<file path="src/rtl/burst_sched_pkg.sv">
// burst_sched_pkg
//   Shared definitions for the burst write scheduler: the scheduler state
//   encoding and the default widths it has in common with the Avalon-MM
//   burst write master (burst_write_wf).
package burst_sched_pkg;

  localparam int SCHED_ADDRESS_WIDTH          = 32;
  localparam int SCHED_LENGTH_WIDTH           = 32;
  localparam int SCHED_BURST_COUNT            = 8;
  localparam int SCHED_BURST_WIDTH            = 4;
  localparam int SCHED_BYTE_ENABLE_WIDTH_LOG2 = 2;
  localparam int SCHED_USEDW_WIDTH            = 9;

  typedef enum logic [2:0] {
    IDLE,
    EVAL,
    ISSUE,
    WAIT_ACK,
    WAIT_DONE,
    FINISH
  } sched_state_t;

endpackage

</file>
<file path="src/rtl/burst_size_calc.sv">
// burst_size_calc
//   Combinational sizing of the next burst.
//   The legal limit is min(BURST_COUNT, remaining, room before the ring wrap).
//   If the FIFO holds at least that many words the full limit is issued;
//   otherwise, with flush high and a non-empty FIFO, whatever the FIFO holds
//   is issued; otherwise no burst is possible yet.
// Ports:
//   i_remaining   words still to write in this transfer
//   i_wrap_words  ring span in words (0 = no wrap)
//   i_offset      current word offset inside the ring
//   i_fifo_usedw  words available upstream
//   i_flush       permit a partial burst
//   o_burst_words size of the burst to issue
//   o_burst_ok    a burst of o_burst_words may be issued now
module burst_size_calc
  import burst_sched_pkg::*;
#(
  parameter int LENGTH_WIDTH = SCHED_LENGTH_WIDTH,
  parameter int USEDW_WIDTH  = SCHED_USEDW_WIDTH,
  parameter int BURST_COUNT  = SCHED_BURST_COUNT
) (
  input  logic [LENGTH_WIDTH-1:0] i_remaining,
  input  logic [LENGTH_WIDTH-1:0] i_wrap_words,
  input  logic [LENGTH_WIDTH-1:0] i_offset,
  input  logic [USEDW_WIDTH-1:0]  i_fifo_usedw,
  input  logic                    i_flush,
  output logic [LENGTH_WIDTH-1:0] o_burst_words,
  output logic                    o_burst_ok
);

  logic [LENGTH_WIDTH-1:0] w_burst_max;
  logic [LENGTH_WIDTH-1:0] w_wrap_room;
  logic [LENGTH_WIDTH-1:0] w_usedw;
  logic [LENGTH_WIDTH-1:0] w_limit;

  assign w_burst_max = LENGTH_WIDTH'(BURST_COUNT);
  assign w_wrap_room = i_wrap_words - i_offset;
  assign w_usedw     = LENGTH_WIDTH'(i_fifo_usedw);

  always_comb begin
    w_limit = w_burst_max;
    if (i_remaining < w_limit) begin
      w_limit = i_remaining;
    end
    // A zero ring span means a linear buffer: the wrap term drops out.
    if ((i_wrap_words != '0) && (w_wrap_room < w_limit)) begin
      w_limit = w_wrap_room;
    end

    o_burst_words = w_limit;
    o_burst_ok    = 1'b0;
    if (w_usedw >= w_limit) begin
      o_burst_ok = 1'b1;
    end else if (i_flush && (w_usedw != '0)) begin
      o_burst_words = w_usedw;
      o_burst_ok    = 1'b1;
    end
  end

endmodule

</file>
<file path="src/rtl/burst_write_sched.sv">
// burst_write_sched
//   Splits one multi-word capture transfer into legal bursts for the
//   burst write master and issues them one at a time through the writer's
//   ctrl_start/ctrl_busy handshake.
// Ports:
//   clk, reset              clock, synchronous active-high reset
//   go, stop, flush         start pulse, sticky abort request, partial-burst permit
//   cfg_baseaddress         ring base (byte address, word aligned), sampled on go
//   cfg_length              total words, sampled on go
//   cfg_wrap_words          ring span in words (0 = no wrap), sampled on go
//   fifo_usedw              words available upstream
//   wr_start/wr_baseaddress/wr_burstcount/wr_busy   writer control handshake
//   busy, done, aborted     transfer status
//   words_written           words committed in the current transfer
module burst_write_sched
  import burst_sched_pkg::*;
#(
  parameter int ADDRESS_WIDTH          = SCHED_ADDRESS_WIDTH,
  parameter int LENGTH_WIDTH           = SCHED_LENGTH_WIDTH,
  parameter int BURST_COUNT            = SCHED_BURST_COUNT,
  parameter int BURST_WIDTH            = SCHED_BURST_WIDTH,
  parameter int BYTE_ENABLE_WIDTH_LOG2 = SCHED_BYTE_ENABLE_WIDTH_LOG2,
  parameter int USEDW_WIDTH            = SCHED_USEDW_WIDTH
) (
  input  logic                     clk,
  input  logic                     reset,
  input  logic                     go,
  input  logic                     stop,
  input  logic                     flush,
  input  logic [ADDRESS_WIDTH-1:0] cfg_baseaddress,
  input  logic [LENGTH_WIDTH-1:0]  cfg_length,
  input  logic [LENGTH_WIDTH-1:0]  cfg_wrap_words,
  input  logic [USEDW_WIDTH-1:0]   fifo_usedw,
  output logic                     wr_start,
  output logic [ADDRESS_WIDTH-1:0] wr_baseaddress,
  output logic [BURST_WIDTH-1:0]   wr_burstcount,
  input  logic                     wr_busy,
  output logic                     busy,
  output logic                     done,
  output logic                     aborted,
  output logic [LENGTH_WIDTH-1:0]  words_written
);

  localparam logic [ADDRESS_WIDTH-1:0] ADDR_ALIGN_MASK =
    ADDRESS_WIDTH'((1 << BYTE_ENABLE_WIDTH_LOG2) - 1);

  sched_state_t             r_state,     w_state_next;
  logic [ADDRESS_WIDTH-1:0] r_base,      w_base_next;
  logic [LENGTH_WIDTH-1:0]  r_wrap,      w_wrap_next;
  logic [LENGTH_WIDTH-1:0]  r_offset,    w_offset_next;
  logic [LENGTH_WIDTH-1:0]  r_remaining, w_remaining_next;
  logic [LENGTH_WIDTH-1:0]  r_n,         w_n_next;
  logic [ADDRESS_WIDTH-1:0] r_addr,      w_addr_next;
  logic [LENGTH_WIDTH-1:0]  r_words,     w_words_next;
  logic                     r_stop,      w_stop_next;
  logic                     r_busy,      w_busy_next;
  logic                     r_done,      w_done_next;
  logic                     r_aborted,   w_aborted_next;
  logic                     w_start;
  logic [LENGTH_WIDTH-1:0]  w_offset_sum;
  logic [LENGTH_WIDTH-1:0]  w_calc_n;
  logic                     w_calc_ok;

  burst_size_calc #(
    .LENGTH_WIDTH (LENGTH_WIDTH),
    .USEDW_WIDTH  (USEDW_WIDTH),
    .BURST_COUNT  (BURST_COUNT)
  ) u_size_calc (
    .i_remaining   (r_remaining),
    .i_wrap_words  (r_wrap),
    .i_offset      (r_offset),
    .i_fifo_usedw  (fifo_usedw),
    .i_flush       (flush),
    .o_burst_words (w_calc_n),
    .o_burst_ok    (w_calc_ok)
  );

  always_comb begin
    w_state_next     = r_state;
    w_base_next      = r_base;
    w_wrap_next      = r_wrap;
    w_offset_next    = r_offset;
    w_remaining_next = r_remaining;
    w_n_next         = r_n;
    w_addr_next      = r_addr;
    w_words_next     = r_words;
    // stop is sticky for the life of a transfer
    w_stop_next      = r_stop | stop;
    w_busy_next      = r_busy;
    w_done_next      = 1'b0;
    w_aborted_next   = r_aborted;
    w_start          = 1'b0;
    w_offset_sum     = r_offset + r_n;

    case (r_state)
      IDLE: begin
        w_stop_next = 1'b0;
        if (go) begin
          w_base_next      = cfg_baseaddress;
          w_wrap_next      = cfg_wrap_words;
          w_offset_next    = '0;
          w_remaining_next = cfg_length;
          w_words_next     = '0;
          w_aborted_next   = 1'b0;
          w_busy_next      = 1'b1;
          // a stop arriving together with go is kept for the new transfer
          w_stop_next      = stop;
          w_state_next     = (cfg_length == '0) ? FINISH : EVAL;
        end
      end
      EVAL: begin
        if (r_stop || stop) begin
          w_aborted_next = 1'b1;
          w_state_next   = FINISH;
        end else if (w_calc_ok) begin
          // Burst size and address are frozen here so they stay stable
          // through ISSUE and WAIT_ACK.
          w_n_next     = w_calc_n;
          w_addr_next  = r_base + (ADDRESS_WIDTH'(r_offset) << BYTE_ENABLE_WIDTH_LOG2);
          w_state_next = ISSUE;
        end
      end
      ISSUE: begin
        if (!wr_busy) begin
          w_start      = 1'b1;
          w_state_next = WAIT_ACK;
        end
      end
      WAIT_ACK: begin
        if (wr_busy) begin
          w_state_next = WAIT_DONE;
        end
      end
      WAIT_DONE: begin
        if (!wr_busy) begin
          w_words_next     = r_words + r_n;
          w_remaining_next = r_remaining - r_n;
          w_offset_next    = ((r_wrap != '0) && (w_offset_sum == r_wrap)) ? '0 : w_offset_sum;
          if (r_remaining == r_n) begin
            w_state_next = FINISH;
          end else if (r_stop || stop) begin
            w_aborted_next = 1'b1;
            w_state_next   = FINISH;
          end else begin
            w_state_next = EVAL;
          end
        end
      end
      FINISH: begin
        w_done_next  = 1'b1;
        w_busy_next  = 1'b0;
        w_stop_next  = 1'b0;
        w_state_next = IDLE;
      end
      default: begin
        w_state_next = IDLE;
      end
    endcase
  end

  always_ff @(posedge clk) begin
    if (reset) begin
      r_state     <= IDLE;
      r_base      <= '0;
      r_wrap      <= '0;
      r_offset    <= '0;
      r_remaining <= '0;
      r_n         <= '0;
      r_addr      <= '0;
      r_words     <= '0;
      r_stop      <= 1'b0;
      r_busy      <= 1'b0;
      r_done      <= 1'b0;
      r_aborted   <= 1'b0;
    end else begin
      r_state     <= w_state_next;
      r_base      <= w_base_next;
      r_wrap      <= w_wrap_next;
      r_offset    <= w_offset_next;
      r_remaining <= w_remaining_next;
      r_n         <= w_n_next;
      r_addr      <= w_addr_next;
      r_words     <= w_words_next;
      r_stop      <= w_stop_next;
      r_busy      <= w_busy_next;
      r_done      <= w_done_next;
      r_aborted   <= w_aborted_next;
    end
  end

  // The base address is used as-is, so it has to be word aligned.
  always_ff @(posedge clk) begin
    if (!reset && (r_state == IDLE) && go) begin
      assert ((cfg_baseaddress & ADDR_ALIGN_MASK) == '0);
    end
  end

  assign wr_start       = w_start;
  assign wr_baseaddress = r_addr;
  assign wr_burstcount  = BURST_WIDTH'(r_n);
  assign busy           = r_busy;
  assign done           = r_done;
  assign aborted        = r_aborted;
  assign words_written  = r_words;

endmodule

</file>
<file path="config.mk">
export PLATFORM = sky130hd
export DESIGN_NAME = burst_write_sched
export DESIGN_NICKNAME = d
export VERILOG_FILES = /design/src/rtl/burst_sched_pkg.sv /design/src/rtl/burst_size_calc.sv /design/src/rtl/burst_write_sched.sv
export SDC_FILE = /design/constraint.sdc
export NUM_CORES = 1
export LEC_CHECK = 0
export ABC_AREA = 1
export CAP_MARGIN = 40
export CORE_MARGIN = 5
export CORE_UTILIZATION = 50
export DETAILED_ROUTE_END_ITERATION = 7
export MAX_ROUTING_LAYER = met4
export PLACE_DENSITY = 0.71
export SYNTH_ARGS = -nofsm -noshare
export SYNTH_HDL_FRONTEND = slang
export SYNTH_SLANG_ARGS = --single-unit
</file>
<file path="constraint.sdc">
create_clock -name clk -period 6.27 [get_ports clk]
set_input_delay 0.627 -clock clk [delete_from_list [all_inputs] [get_ports clk]]
set_output_delay 0.627 -clock clk [all_outputs]
set_load 0.005 [all_outputs]
</file>
After elaboration in Yosys (flattened, before gate mapping) --
Cells that the tools add are included.
Cells by class: add/sub/neg operators 5, order comparisons 3, eq/ne operators 13, multiplexer cells 37, bitwise operators 2, reduce and logical (&&, ||, !) cells 17
Operators with widths (number):
- 2-to-1 mux 32 bit | 10
- one-hot mux 32 bit (2 select lines) | 3
- adder 32 bit | 3
- equality test 32 bit | 2
- nonzero test 32 bit | 2
- subtractor 32 bit | 2
- greater-or-equal comparator 9 x 32 -> 1 bit | 1
- zero test 32 bit | 1
- less-than comparator 32 bit | 1
- less-than comparator 32 x 4 -> 1 bit, second input constant | 1
- 2-to-1 mux 3 bit | 9
- one-hot mux 3 bit (5 select lines) | 1
- 2-to-1 mux 1 bit | 11
- inequality test 2 bit, second input constant | 5
- equality test 3 x 2 -> 1 bit, second input constant | 2
- equality test 3 bit, second input constant | 2
- AND reduction 3 bit | 2
- AND reduction 5 bit | 1
- one-hot mux 1 bit (2 select lines) | 2
- AND reduction 2 bit | 2
- AND reduction 4 bit | 1
- nonzero test 2 bit | 2
- equality test 3 x 1 -> 1 bit, second input constant | 1
- logical AND 1 bit | 3
- other kinds (7) | 7
Word-level totals: register bits 231, input bits 111, output and inout port bits 72, logic and storage cells 89

Depth between registers and ports, before layout --
Gate-level depths: netlist of the first run.
depth in word-level cells 10, mapped depth 43, gate-level depth less buffers 41

By module --
Synthesis of the first run repeated with hierarchy kept, for this count alone.
Unflattened totals: cells, all modules 3241, area, all modules 20150.6 um^2
By module, submodules not included:
- burst_write_sched | times used 1, cells each 2554, area each 16266.9 um^2, seq. area each 4624.4 um^2
- burst_size_calc | times used 1, cells each 687, area each 3883.7 um^2, seq. area each 0.0 um^2

Worst setup path before layout of the first run --
Ideal clock, no wire load.
kind register to register, start point reg r_offset[1], end point reg r_n[1], setup time 0.131 ns, arrival time 5.092 ns, data required time 6.139 ns, setup slack 1.047 ns, cell stages (with the launch flop) 36, buffers on the path 3, period minus slack after synthesis 5.223 ns, path through dfxtp_1 > inv_1 > ha_1 > nand3b_1 > nand2_1 > a21oi_4 > o21ai_2 > a21oi_2 > or3b_1 > nand2_1 > nand2_1 > nand2_1 > ha_1 > a21oi_1 > o21ai_0 > a21oi_1 > o211a_1 > clkbuf_1 > a21boi_4 > nand2_1 > ha_1 > nand2_1 > inv_1 > nand3_1 > o311ai_0 > o21ai_0 > nand2_1 > nand3_1 > nor2_4 > nand3_4 > nand2_2 > nand2_2 > buf_6 > buf_6 > nand2_1 > a21oi_2
On the way: longest elaborated chain between the ends 7, elaborated cells between the ends (all ways) 9, classes of those cells add/sub (1); order compare (2); mux (4); reduce/logical (2)
Ends and longest elaborated chain:
- start, declared | line burst_write_sched.sv:50 | logic [LENGTH_WIDTH-1:0] r_offset, w_offset_next;
- start signal, assigned | line burst_write_sched.sv:179 | r_offset <= w_offset_next;
- subtractor 32 bit * | line burst_size_calc.sv:37 | assign w_wrap_room = i_wrap_words - i_offset;
- less-than comparator 32 bit | line burst_size_calc.sv:46 | if ((i_wrap_words != '0) && (w_wrap_room < w_limit)) begin
- logical AND 1 bit | line burst_size_calc.sv:46
- 2-to-1 mux 32 bit * | line burst_size_calc.sv:46
- greater-or-equal comparator 9 x 32 -> 1 bit | line burst_size_calc.sv:52 | if (w_usedw >= w_limit) begin
- 2-to-1 mux 1 bit | line burst_size_calc.sv:52
- AND reduction 3 bit (no source line)
- end signal, assigned | line burst_write_sched.sv:181 | r_n <= w_n_next;
- end, declared | line burst_write_sched.sv:52 | logic [LENGTH_WIDTH-1:0] r_n, w_n_next;
Every way passes the cells marked *; elsewhere a longest branch is shown, timed or not. A chain may end at the register's enable or synchronous reset.

Worst setup path after layout of the first run --
start point reg r_offset[17], end point reg r_addr[31] (netlist: wr_baseaddress[31])
On the way: longest elaborated chain between the ends 7, elaborated cells between the ends (all ways) 8, classes of those cells add/sub (2); order compare (2); mux (2); reduce/logical (2)
Ends and longest elaborated chain:
- subtractor 32 bit | line burst_size_calc.sv:37
- less-than comparator 32 bit | line burst_size_calc.sv:46
- logical AND 1 bit | line burst_size_calc.sv:46
- 2-to-1 mux 32 bit | line burst_size_calc.sv:46
- greater-or-equal comparator 9 x 32 -> 1 bit | line burst_size_calc.sv:52
- 2-to-1 mux 1 bit | line burst_size_calc.sv:52
- AND reduction 3 bit (no source line)
- end signal, assigned | line burst_write_sched.sv:182 | r_addr <= w_addr_next;
- end, declared | line burst_write_sched.sv:53 | logic [ADDRESS_WIDTH-1:0] r_addr, w_addr_next;
Parallel ways exist; a longest one is shown, timed or not.

==> impl_results.md, run 1 <==
- Area of the multi-input gates: 12,600 µm²
- Iteration-0 DRC Markers: 1,332
- WS Path Type: flip-flop to flip-flop
- Placed instance area: a little over 20,000 µm²
- Routed Antenna Nets: 0
- Setup skew after layout: 0.0158 ns
- CP peak stage delay: 0.40 ns
- Tmin final: 5.78 ns
- H-tree depth: 1
- DP HPWL: 52.7 mm
- Final Max Slew Viols: 0
- Worst path required time: ~6.7 ns
- Storage element area: approximately 4600 µm²
- Residual DRC: 10
- Sequential share of the synthesized area: 25.1%
- RSZ-0062 raised after global routing: false
- Die X: about 200 µm
- Critical Path AT: 6.24 ns
- Port Buf Inserts: roughly 180
- Fmax: 173 MHz
- Leakage power: roughly 0.01 µW
- Cell row count: 70
- Part of the power in registers: 21.2%
- Setup slack after layout: 0.492 ns
- NetSw: 4530 µW
- Ant. Diodes: 0
- # setup viols final: 0
- Design Area, Final: 22,000 µm²
- All-Layer GR Usage: 32.0%
- Leading area contributor after synthesis: dfxtp_1
- Core Region: between 30,000 and 40,000 µm²
- Status: finished with violations
- Final worst path period share: 92.1%
- Syn Inst Count: between 2k and 3k
- CP Launch Point: r_offset[17]
- Drt via density: 5.69
- Startpoint of the worst register-to-register path: r_offset[17]
- Total gr overflow: 0
- Worst vdd ir: ~0.28 mV
- Clock Root Buffer: clkbuf_16
- Worst-path fanout max: 40
- Starting Density: around half
- Quantity of hold-fixing buffers added after cts: 0
- Clk slew on worst S/H paths: 0.06 ns
- Filler Cell Count: 3,430
- First-pass GRT wire length: 102 mm
- Most used cell, CP: nand2_1
- Pwr/cell area: 427 nW/µm²
- CTS tree: built
- Die Height: ~200 µm
- Detailed Routing Iterations Pass 1: 8
- Nets: ~3.2k
- Reg-to-reg endpoint: wr_baseaddress[31]
- GPL Wtd Cong: around 1.0
- Internal reg-to-reg setup slack: between 0.4 and 0.5 ns
- Maximum root-to-sink buffer count: 3
- Tightest Hold Check Type: flip-flop to flip-flop
- Failing checks: DRC
- Synth Register Bits: 231
- Setup crit end kind: flip-flop
- Worst-margin pin slew: 0.912 ns
- Path depth of the worst reg2reg path: 36
- Layout overhead on the synthesized area: 19.2%
- Clk network pwr share: a little under a fifth
- Switch share: 48.3%
- Fin Setup TNS: 0 ns
- Clock Latency Late Sink: 0.59 ns
- Die ar.: 40,800 µm²
- Post-synth cell types: 61
- Worst hold start: wr_baseaddress[23]
- Max Cap Violations: 0
- # IOs: 183
- Via Count: 19.4k
- CP max-delay cell: dfxtp_2
- Comb power frac: 59.9%
- Clock sink count: 231
- WL per Instance: 19.4 µm
- Final WL: 66.1 mm
- Initial antenna violation count: 0
- TritonCTS Buffers: 29
- Share of cells above drive strength 1: 5.43%
- Mean Syn Cell Area: 6.73 µm²
- Synth warnings: 0
- CP Launch Type: flip-flop
- P_int: 4860 µW
- Largest net degree at the start of global routing: 80
- Mapped Area: 18,400 µm²
- Dominant cells by area after synthesis: dfxtp_1 (25%), ha_1 (13%), nand2_1 (11%), a21oi_1 (9.0%), nor2_1 (6.1%)
- Vias in the first global route: around 19k
- Count of final hold-check violations: 0
- Worst setup path endpoint: wr_baseaddress[31]
- Pre-CTS WS: 0.185 ns
- Rel. slew slack: between 30% and 40%
- Yosys top cell area share: 25.1%
==> cell usage after synthesis, drive strengths merged <==
cell,count
a21o,18
o21ai,256
nand4,73
inv,280
a22oi,1
a221oi,2
o311ai,3
o31ai,5
fa,5
nor2,307
xnor3,2
a211oi,9
o221ai,4
nand3,86
clkbuf,65
nor3b,1
clkinv,2
a21oi,346
o211ai,10
ha,193
nand2,525
nor3,51
buf,23
or3b,1
xor2,87
dfxtp,231
nor4,21
o221a,2
o2111ai,2
a31o,1
o22ai,1
and2,2
a31oi,21
or2,12
conb,1
xnor2,38
a21boi,13
nand3b,12
o21a,10
o21bai,15
o211a,2
==> metal layers <==
layer  up-vias  GRT usage, %  routed length, µm
li1       9664             -                  -
met1      9043          37.8              27100
met2       603          55.1              32100
met3       133          4.28               3700
met4         0          13.1               3160
met5         -             -                  0
==> worst min path at each step <==
stage                                     to  slack, ns  cells past startpoint
after global routing       wr_baseaddress[6]       0.50                      2
after CTS                               busy       0.48                      2
after global placement                  busy       0.45                      2
after detailed placement                busy       0.47                      2
after floorplan            wr_baseaddress[0]       0.46                      2
final                     wr_baseaddress[23]       0.49                      2
==> stage by stage <==
| step | hold slack (ns) | util (%) | instances | total power (µW) |
|---|---|---|---|---|
| 6_report | 0.485 | 60.1 | 3416 | 9390 |
| 5_1_grt | 0.504 | 60.1 | 3416 | 10200 |
| 4_1_cts | 0.478 | 59.7 | 3408 | 9250 |
| 3_5_place_dp | 0.468 | 56.9 | 3354 | 7450 |
| 3_3_place_gp | 0.454 | 56.8 | 3352 | 7380 |
| 2_1_floorplan | 0.456 | - | 2766 | 5950 |
==> power groups by stage <==
stage	clock network, µW	registers (µW)	logic [µW]
after global placement	0	2010	5370
after global routing	1860	2010	6290
after floorplan	0	1920	4020
after detailed placement	0	2010	5440
after CTS	1790	1980	5480
final	1770	1990	5630
==> sequential cells by signal (all words and copies together), names as in the netlist, 3 cells and up <==
signal / count
r_state: 3
wr_baseaddress: 32
r_base: 32
r_n: 32
r_wrap: 32
r_offset: 32
words_written: 32
r_remaining: 32
==> logic make-up (layout without fill, tap and decap cells) <==
family | after synthesis | count (layout) | synth area share, %
xor+xnor | 127 | 127 | 6.18
other cells | 1 | 28 | 0.0203
compound gates | 721 | 721 | 21.7
buf+inv | 370 | 552 | 7.97
flops | 231 | 231 | 25.1
fa+ha+maj | 198 | 198 | 13.6
simple gates | 1091 | 1091 | 25.4
==> layout make-up <==
cell class | count | area share, %
Multi-Input combinational cell | 2165 | 57.1
Sequential cell | 231 | 21.1
Timing Repair Buffer | 216 | 9.70
Inverter | 282 | 4.82
Clock buffer | 38 | 3.69
Tap cell | 468 | 2.67
Clock inverter | 16 | 0.894
==> cell usage in the layout (no fill, tap or decap), types with 21 or more instances in the layout <==
cell type,synthesis,final
conb_1,1,28
inv_1,278,277
nand2_1,519,517
a21oi_1,332,326
a31oi_1,21,21
buf_4,8,30
nand3_1,82,82
xnor2_1,38,38
nor2_1,302,298
o21ai_1,36,37
clkdlybuf4s50_1,0,181
clkbuf_16,0,29
o21ai_0,219,218
ha_1,193,186
nor3_1,51,50
nand4_1,73,73
xor2_1,87,87
dfxtp_1,231,225
==> worst max-delay path, delay by kind of cell (launching register included) <==
family | cells | cell delay, ns
AO/OA/AOI/OAI | 9 | 1.38
adder cells (fa/ha/maj) | 3 | 0.95
buffers and inverters | 4 | 0.36
flip-flops | 1 | 0.40
AND/OR/NAND/NOR | 20 | 2.51
==> repair_timing <==
action | 4_1_cts | 5_1_grt
resized for setup | 0 | 30
buffers inserted | 0 | 8
endpoints found under the setup margin | 0 | 67
(Power assumes the default switching activity.)
==> run 2, diff against run 1 <==
--- a/config.mk
+++ b/config.mk
@@ -6,6 +6,7 @@
 export NUM_CORES = 1
 export LEC_CHECK = 0
 export ABC_AREA = 1
+export ABC_CLOCK_PERIOD_IN_PS = 6270
 export CAP_MARGIN = 40
 export CORE_MARGIN = 5
 export CORE_UTILIZATION = 50
==> results of run 2 <==
No change in the layout: final DEF, timing and power equal those of run 1.
==> run 3, diff against run 2 <==
--- a/config.mk
+++ b/config.mk
@@ -9,10 +9,9 @@
 export ABC_CLOCK_PERIOD_IN_PS = 6270
 export CAP_MARGIN = 40
 export CORE_MARGIN = 5
-export CORE_UTILIZATION = 50
+export CORE_UTILIZATION = 40
 export DETAILED_ROUTE_END_ITERATION = 7
 export MAX_ROUTING_LAYER = met4
-export PLACE_DENSITY = 0.71
 export SYNTH_ARGS = -nofsm -noshare
 export SYNTH_HDL_FRONTEND = slang
 export SYNTH_SLANG_ARGS = --single-unit
==> impl_results.md, run 3 (synthesis results as in run 1) <==
- Setup crit end kind: flip-flop
- Worst path required time: 6.70 ns
- Fmax: 170 MHz
- Placed insts: 3,484
- WS Path Type: flip-flop to flip-flop
- CP Launch Type: flip-flop
- # IOs: 183
- Status: finished clean
- Residual DRC: 0
- Largest net degree at the start of global routing: 77
- Fin Setup TNS: 0 ns
- Reg-to-reg endpoint: r_n[20]
- WHS Endpoint: done
- Clock sink count: 231
- Iteration-0 DRC Markers: 1,241
- Layout overhead on the synthesized area: 20.6%
- Worst-margin pin slew: 0.879 ns
- Port Buf Inserts: 182
- Total gr overflow: 0
- Most common cell after layout, fill and taps aside: nand2_1
- Quantity of hold-fixing buffers added after cts: 0
- Worst hold start: reset
- Die X: about 220 µm
- Rel. slew slack: 41.4%
- CP peak stage delay: 0.59 ns
- Nets: 3,234
- Count of final hold-check violations: 0
- H-tree depth: 1
- Pwr/cell area: between 400 and 500 nW/µm²
- Most frequent cells in the layout: nand2_1 (519), a21oi_1 (329), nor2_1 (298)
- WL per Instance: 19.2 µm
- Tightest Hold Check Type: input port to flip-flop
- Maximum root-to-sink buffer count: 3
- Cell row count: 78
- End-of-flow core utilization: just under 50%
- Critical Path AT: 6.32 ns
- Startpoint of the worst register-to-register path: r_wrap[0]
- Clock Latency Late Sink: 0.59 ns
- Routed Antenna Nets: 0
- Path depth of the worst reg2reg path: 31
- DP HPWL: roughly 54 mm
- All-Layer GR Usage: 26.7%
- Final worst path period share: 93.9%
- GPL Wtd Cong: between 0.9 and 1
- # setup viols final: 0
- TritonCTS Buffers: 29
- Max Cap Violations: 0
- Clk slew on worst S/H paths: 0.06 ns
- Final Max Slew Viols: 0
- Total Power: 9440 µW
- CP max-delay cell: o31ai_1
- Pre-CTS WS: ~0.16 ns
- Min-Delay Path Depth: 2
- Final cell count without fillers: ~3.5k
- Die ar.: 50,500 µm²
- Vias in the first global route: 18.7k
- Ant. Diodes: 0
- Leakage power: 0.0102 µW
- Core Region: 45,500 µm²
- Via Count: ~19k
- First-pass GRT wire length: 104 mm
- Tmin final: 5.88 ns
- Worst vdd ir: 0.294 mV
- Setup slack after layout: 0.385 ns
- Setup skew after layout: 0.00921 ns
- CTS tree: built
- Share of cells above drive strength 1: 5.40%
- Worst-path fanout max: 29
- Drt via density: 5.40
- RSZ-0062 raised after global routing: false
- Detailed Routing Iterations Pass 1: 5
- Clock Root Buffer: clkbuf_16
- Internal reg-to-reg setup slack: 0.39 ns
- Initial antenna violation count: 2
- Die Height: 225 µm
- Starting Density: 40.5%
- Final WL: a little under 70 mm
run 3: changes by cell type in the layout (fill, tap and decap cells not counted), moves of 3 or more:
cell,change
a21oi_1,+3
a21oi_2,-4
buf_4,-3
clkbuf_1,-3
clkinv_2,+3
ha_1,+4
ha_2,-3
run 3: critical path: cells and delay by family, from the launching register on:
kind / cells / cell delay, ns
and+or+nand+nor: 15 / 1.59
DFF: 1 / 0.35
buffers and inverters: 5 / 0.62
AOI/OAI and AO/OA: 6 / 1.73
adders and majority gates: 4 / 1.21
xor gates and xnor gates: 1 / 0.20
run 3: where the power goes:
| part | internal (µW) | switching, µW |
|---|---|---|
| sequential | 1740 | 257 |
| clock | 1130 | 722 |
| combinational | 2070 | 3530 |
| total | 4930 | 4510 |
run 3: timing repair:
action / CTS / global route
gates resized for setup: 0 / 27
setup endpoints to repair: 0 / 67
setup buffers: 0 / 8
endpoints found under the hold margin: 0 / 0
run 3: final cells by class:
type	instances	area, µm²
inverter	282	1060
sequential	231	4630
clock inverter	17	241
clock buffer	36	812
timing repair buffer	215	2170
fill	4741	23300
multi-input combinational	2166	12600
tap	600	751
run 3: routing by layer:
layer	track usage [%]	vias up	routed length, µm
met4	9.86	0	3090
met5	-	-	0
met1	32.2	8892	28500
li1	-	9666	-
met3	3.28	137	3720
met2	45.9	452	32700
run 3: worst max-delay path by stage:
stage	start	endpoint	cells past startpoint	slack, ns
floorplan	r_offset[1]	r_n[1]	35	1.05
global placement	r_offset[13]	wr_baseaddress[28]	35	0.23
detailed placement	r_offset[7]	wr_baseaddress[28]	37	0.16
CTS	r_offset[7]	wr_baseaddress[28]	37	0.13
global route	r_wrap[0]	r_n[18]	31	0.006
finish	r_wrap[0]	r_n[20]	31	0.39
run 3: per-stage QoR:
stage / hold WS (ns) / cell area (µm²)
finish: 0.462 / 22200
global route: 0.475 / 22200
CTS: 0.458 / 22000
detailed placement: 0.466 / 21000
global placement: 0.455 / 20900
floorplan: 0.456 / 18500
